===== src/rtl/game_state_tap.sv =====
// game_state_tap
//
// Shadows the processor's register-file writes to the game-status registers
// (level, screen, end-of-game) and commits them to the display outputs only
// when the VGA timing signals a frame boundary. The renderer therefore never
// sees a value change in the middle of a frame.
//
// Ports:
//   clock            master clock, shared with the processor
//   reset            synchronous, active-high reset
//   ctrl_writeEnable regfile write enable from the processor
//   ctrl_writeReg    regfile write index from the processor
//   data_writeReg    regfile write data from the processor
//   frame_start      one-cycle pulse at the start of vertical blank
//   level            committed level (low 8 bits of the level register)
//   screen           committed screen (low 8 bits of the screen register)
//   game_over        committed end-of-game flag, sticky until reset
//   update_pulse     high for the single cycle in which a commit lands
//   pending          shadow holds changes still waiting for a frame boundary
//   commit_count     saturating count of commits since reset
module game_state_tap #(
    parameter int LEVEL_REG  = 3,
    parameter int SCREEN_REG = 4,
    parameter int END_REG    = 6
) (
    input  logic        clock,
    input  logic        reset,
    input  logic        ctrl_writeEnable,
    input  logic [4:0]  ctrl_writeReg,
    input  logic [31:0] data_writeReg,
    input  logic        frame_start,
    output logic [7:0]  level,
    output logic [7:0]  screen,
    output logic        game_over,
    output logic        update_pulse,
    output logic        pending,
    output logic [15:0] commit_count
);

    localparam logic [4:0] LEVEL_IDX  = 5'(LEVEL_REG);
    localparam logic [4:0] SCREEN_IDX = 5'(SCREEN_REG);
    localparam logic [4:0] END_IDX    = 5'(END_REG);

    typedef enum logic [1:0] {
        IDLE,
        PENDING,
        FROZEN
    } state_t;

    state_t state;
    state_t state_next;

    logic [7:0] shadow_level;
    logic [7:0] shadow_screen;
    logic       shadow_end;

    logic hit_level;
    logic hit_screen;
    logic hit_end;
    logic write_end_value;
    logic dirty;
    logic commit;

    // Decode which shadow register (if any) this cycle's write targets and
    // whether it actually changes the shadow. Register 0 is hard-wired in the
    // processor, so a write to it never counts even if a parameter names it.
    always_comb begin
        hit_level       = 1'b0;
        hit_screen      = 1'b0;
        hit_end         = 1'b0;
        write_end_value = (data_writeReg != 32'd0);
        if (ctrl_writeEnable && (ctrl_writeReg != 5'd0)) begin
            hit_level  = (ctrl_writeReg == LEVEL_IDX);
            hit_screen = (ctrl_writeReg == SCREEN_IDX);
            hit_end    = (ctrl_writeReg == END_IDX);
        end
        dirty = (hit_level  && (data_writeReg[7:0] != shadow_level))  ||
                (hit_screen && (data_writeReg[7:0] != shadow_screen)) ||
                (hit_end    && (write_end_value    != shadow_end));
        commit = (state == PENDING) && frame_start;
    end

    // Next-state logic. A commit out of PENDING freezes the block once the
    // committed end-of-game flag is set; otherwise a dirty write arriving in
    // the commit cycle keeps us pending so it is published next frame.
    always_comb begin
        state_next = state;
        case (state)
            IDLE: begin
                if (dirty) begin
                    state_next = PENDING;
                end
            end
            PENDING: begin
                if (frame_start) begin
                    if (shadow_end) begin
                        state_next = FROZEN;
                    end else if (dirty) begin
                        state_next = PENDING;
                    end else begin
                        state_next = IDLE;
                    end
                end
            end
            FROZEN: begin
                state_next = FROZEN;
            end
            default: begin
                state_next = IDLE;
            end
        endcase
    end

    // Shadow registers follow every matching write, including while frozen,
    // so they always mirror what the program last wrote.
    always_ff @(posedge clock) begin
        if (reset) begin
            shadow_level  <= 8'd0;
            shadow_screen <= 8'd0;
            shadow_end    <= 1'b0;
        end else begin
            if (hit_level) begin
                shadow_level <= data_writeReg[7:0];
            end
            if (hit_screen) begin
                shadow_screen <= data_writeReg[7:0];
            end
            if (hit_end) begin
                shadow_end <= write_end_value;
            end
        end
    end

    // State register and committed outputs. A commit copies the shadows as
    // they stood before this cycle's write, which is what the registers still
    // hold at this edge.
    always_ff @(posedge clock) begin
        if (reset) begin
            state        <= IDLE;
            level        <= 8'd0;
            screen       <= 8'd0;
            game_over    <= 1'b0;
            update_pulse <= 1'b0;
            commit_count <= 16'd0;
        end else begin
            state        <= state_next;
            update_pulse <= commit;
            if (commit) begin
                level     <= shadow_level;
                screen    <= shadow_screen;
                game_over <= shadow_end;
                if (commit_count != 16'hFFFF) begin
                    commit_count <= commit_count + 16'd1;
                end
            end
        end
    end

    // Decoded straight from the state register, so it is still a registered
    // output with no path from any input.
    assign pending = (state == PENDING);

endmodule


===== config.mk =====
export PLATFORM = sky130hd
export DESIGN_NAME = game_state_tap
export DESIGN_NICKNAME = d
export VERILOG_FILES = /design/src/rtl/game_state_tap.sv
export SDC_FILE = /design/constraint.sdc
export NUM_CORES = 1
export LEC_CHECK = 0
export CELL_PAD_IN_SITES_DETAIL_PLACEMENT = 0
export CELL_PAD_IN_SITES_GLOBAL_PLACEMENT = 1
export CORE_MARGIN = 5
export CORE_UTILIZATION = 48
export CTS_CLUSTER_SIZE = 25
export DETAILED_ROUTE_END_ITERATION = 16
export DONT_BUFFER_PORTS = 1
export PLACE_DENSITY = 0.85
export SYNTH_ARGS = -nofsm -noshare
export SYNTH_HDL_FRONTEND = slang
export SYNTH_SLANG_ARGS = --single-unit

===== constraint.sdc =====
create_clock -name clock -period 3.5 [get_ports clock]
set_input_delay 0.35 -clock clock [delete_from_list [all_inputs] [get_ports clock]]
set_output_delay 0.35 -clock clock [all_outputs]
set_load 0.02 [all_outputs]

Yosys cells after proc, flatten, opt, wreduce, memory -nomap -nowiden. Cells that the tools add are included.

Flip-flop bits (word level): 53. Input bits: 41. Output and inout bits: 35. Logic and storage cells: 41.

Add/sub/neg operators: 1. Equal/unequal tests: 11. Muxes and demuxes: 8. Reduce and logical (&&, ||, !) cells: 12.

Operators with widths (count): 32-bit nonzero test (1); 16-bit by 1-bit adder with 16-bit output, second input constant (1); 16-bit != test, second input constant (1); 8-bit != test (2); 5-bit by 3-bit == test with 1-bit output, second input constant (2); 2-bit 2-to-1 mux (3); 2-bit one-hot mux with 3 select lines (1); 5-bit by 2-bit == test with 1-bit output, second input constant (1); 1-bit logical AND (5); 5-bit nonzero test (1); 1-bit 2-to-1 mux (4); 2-bit != test, second input constant (2); 2-bit AND reduction (2); 2-bit by 1-bit == test with 1-bit output, second input constant (1); 2-bit == test, second input constant (1); 2-bit zero test (1); 1-bit logical OR (2); 1-bit != test (1).

Depth between registers and ports, before layout.
Depth in word-level cells: 10. Gate-level depth with buffers: 6. Depth with buffers taken out: 6.

Worst setup path before layout. Ideal clock, no wire load.

Path kind: register to register. Start: register commit_count[0]. End: register commit_count[14]. Library setup time: 128 ps. Arrival: 1745 ps. Required time: 3372 ps. Slack: 1627 ps. Stages on the path, launching flop included: 7. Path buffers: 0. Period minus slack after synthesis: 1873 ps. Path through: dfxtp_1 ha_1 nand3_1 or3_1 nor4b_1 xnor2_1 nor2_1.

Cells in the longest elaborated chain, start to end: 2.

Ends and longest elaborated chain: from (decl) (RTL line 37) `output logic [15:0] commit_count`; from (signal assigned) (RTL line 153) `commit_count <= commit_count + 16'd1;`; branches (longest 2 deep; another with 16-bit by 1-bit adder with 16-bit output).

Parallel ways; which one is timed is not known. A chain may end at the register's enable or synchronous reset.

Worst setup path in the final report.
Start: register commit_count[9]. End: register commit_count[11].

The elaborated chain is that of the path after synthesis.

==> impl_metrics.ini <==
[outcome]
outcome = completed

[worst_hold_path]
hp-start = reset
hold_path.class = in2reg

[yosys]
ys_warn_count = 0
synth-simple-area-share_pct = 25.80
syn-mean-instance-area_sq_um = 8.648
synth_compound_area_share_pct = 8.351
syn_area_sq_um = 2352
syn-num-nets = 314
syn_inst = 272
synth-async-reset-ratio_pct = 0
synth_top_family_by_area = simple AND/OR/NAND/NOR gates
synthMuxAreaShare_pct = 7.234
synthAdderAreaFrac_pct = 0.5319
synth_xor_xnor_area_share_pct = 10.43
synthFlopType = dfxtp_1
yosysSeqAreaShare_pct = 45.11
synth_cell_type_count = 30
synth-edff-count = 0
ys_ff_latch = 53

[place]
place_congestion = 0.7470
hpwl_microns = 3612
dp_cells = 330
dpl_cell_area_sq_um = 2410
post-place-ws_ps = 1325
portBuffers = 0

[critical_path]
end_kind = register
path_class = reg2reg
cp-endpoint = commit_count[11]
path_cells = nand4_1 > nor4_1 > nor3_1 > xnor2_1 > nor2_1
cp_slowest_cell = nor4_1
cp_data_arrival_time_ps = 2380
reg2reg_slack_ps = 1330
crit_path_max_incr_delay_ps = 890
crit_path_start_kind = register
critPathRequiredTime_ps = 3710
reg2reg_to = commit_count[11]
r2r-start = commit_count[9]
cp_max_fo = 7
worstRegToRegCells = 5
startpoint = commit_count[9]

[routing]
vias_per_cell = 5.473
wl_met2_microns = 2356
vias = 1850
drc = 0
wl_met1_microns = 2384
routed.top_layer = met4
wl_microns = 5109
wire_per_inst_microns = 15.12
drtIter0Drc = 110
dr.pass1.iters = 4
detail-route-antenna-nets = 0
wl_met3_microns = 311

[die]
initial_core_util_pct = 49.47
die_h_microns = 80.01
die_w_microns = 80.01
row_count = 25
num_io_pins = 76
core_region_area_sq_um = 4755
dieArea_sq_um = 6401

[sta]
whs_ps = 106.7
drv_slew = 0
setup_viol = 0
final.period_utilization_pct = 62.03
skew_ps = 4.372
rsz0062_at_grt = false
setup-tns-final_ps = 0
worst_pin_slew_ps = 958.7
hold_viol_final = 0
finalWorstSetupSlack_ps = 1329
fin_crit_ps = 2171
max_slew_margin_pct = 35.50
fmax_ghz = 0.4606

[cts]
clk_pin_slew_ps = 90
cts_hold_buf = 0
cts_root_buf = clkbuf_8
cts_num_sinks = 53
cts_setup_buffers = 0
cts_buffers = 5
cts_tree = yes
clk-insertion-delay-late_ps = 300
clockBufferDepth = 2
cts.repair.resized = 0
htreeDepth = 2

[power]
p_sw_share_pct = 20.63
p_leak_nw = 0.7292
p_seq_share_pct = 60.4
p_int_w = 0.0007978
p_clk_share_pct = 37.3
powerDensity_nw_per_um2 = 400.3
switchingPower_w = 0.0002073
pwr-share-comb_pct = 2.3
ir_drop_mv = 0.2851

[final_layout]
area_growth_pct = 6.755
antenna_cells = 0
final_cell_mix = dfxtp_1, nand2_1, nor2_1
mostFrequentLayoutCell = dfxtp_1
drive_gt1_share_pct = 5.166
fin_cells = 338
fin_nets = 312
fin_area_sq_um = 2511

[global_routing]
grt_max_degree = 54
track_usage_pct = 17.04
grt_pass1_vias = 1783
grt_overflow_total = 0
antenna_found_initial = 0
grt_pass1_wl_microns = 8652

[run]
drv_cap = 0
[through the flow]
stage / utilization [%] / total power, W
detailed placement: 50.68 / 0.0006450
CTS: 52.82 / 0.001018
global placement: 50.68 / 0.0006449
floorplan: - / 0.0006495
global route: 52.82 / 0.001045
finish: 52.82 / 0.001005
[cell usage after synthesis, types with 5 or more instances]
library cell  instances  share of area (%)
nor4_1               11                2.9
xnor2_1              28                 10
or3_1                 5                1.3
o21ai_0               6                1.3
a21oi_1              22                4.7
dfxtp_1              53                 45
nand3_1               5                1.1
nand2_1              41                6.5
clkbuf_1              9                1.4
a211oi_1              5                1.6
nor3_1                5                1.1
mux2i_1              17                7.2
nor2_1               35                5.6
nand4_1               9                2.4
[worst max-delay path, delay by kind of cell, from the launching register on]
| family | cells | cell delay (ps) |
|---|---|---|
| simple gates | 4 | 1360 |
| flops | 1 | 540 |
| xor+xnor | 1 | 170 |
[worst min-delay path by stage]
| stage | to | slack, ps | cells past startpoint |
|---|---|---|---|
| after floorplan | level[0] | 460 | 2 |
| after global placement | commit_count[7] | 430 | 1 |
| after detailed placement | level[1] | 430 | 1 |
| after CTS | commit_count[2] | 90 | 1 |
| after global routing | screen[4] | 90 | 1 |
| final | commit_count[6] | 110 | 1 |
[flip-flops by register name, indices dropped and copies added (netlist names)]
register	cells
update_pulse	1
shadow_level	8
shadow_screen	8
game_over	1
commit_count	16
shadow_end	1
level	8
screen	8
state	2
[cell families (layout without fill, tap and decap cells)]
logic type               Yosys count  count (layout)
flip-flops                        53              53
XOR/XNOR                          28              28
adder cells (fa/ha/maj)            1               1
multiplexers                      17              17
AND/OR/NAND/NOR                  123             123
AO/OA/AOI/OAI                     35              35
buffers and inverters             15              14
[layer usage]
layer	vias up	global-route usage, %
met2	34	25.99
li1	936	-
met4	0	5.068
met1	874	22.64
met5	-	0
met3	6	5.869
[power groups by stage]
| stage | Clock [W] | Combinational [W] | Sequential (W) |
|---|---|---|---|
| 5_1_grt | 0.000411 | 0.0000268 | 0.000608 |
| 3_5_place_dp | 0 | 0.0000237 | 0.000621 |
| 3_3_place_gp | 0 | 0.0000236 | 0.000621 |
| 6_report | 0.000375 | 0.0000235 | 0.000607 |
| 4_1_cts | 0.000387 | 0.0000239 | 0.000607 |
| 2_1_floorplan | 0 | 0.0000287 | 0.000621 |
[cell type report]
type,count,area (sq um)
flip-flops and latches,53,1061
multi-input cells,204,1231
well taps,67,83.83
repair buffers,3,22.52
clock inverters,1,5.005
inverters,3,11.26
fillers,490,2243
clock buffers,7,96.34
Note: power is estimated with default switching activity, not from simulation.
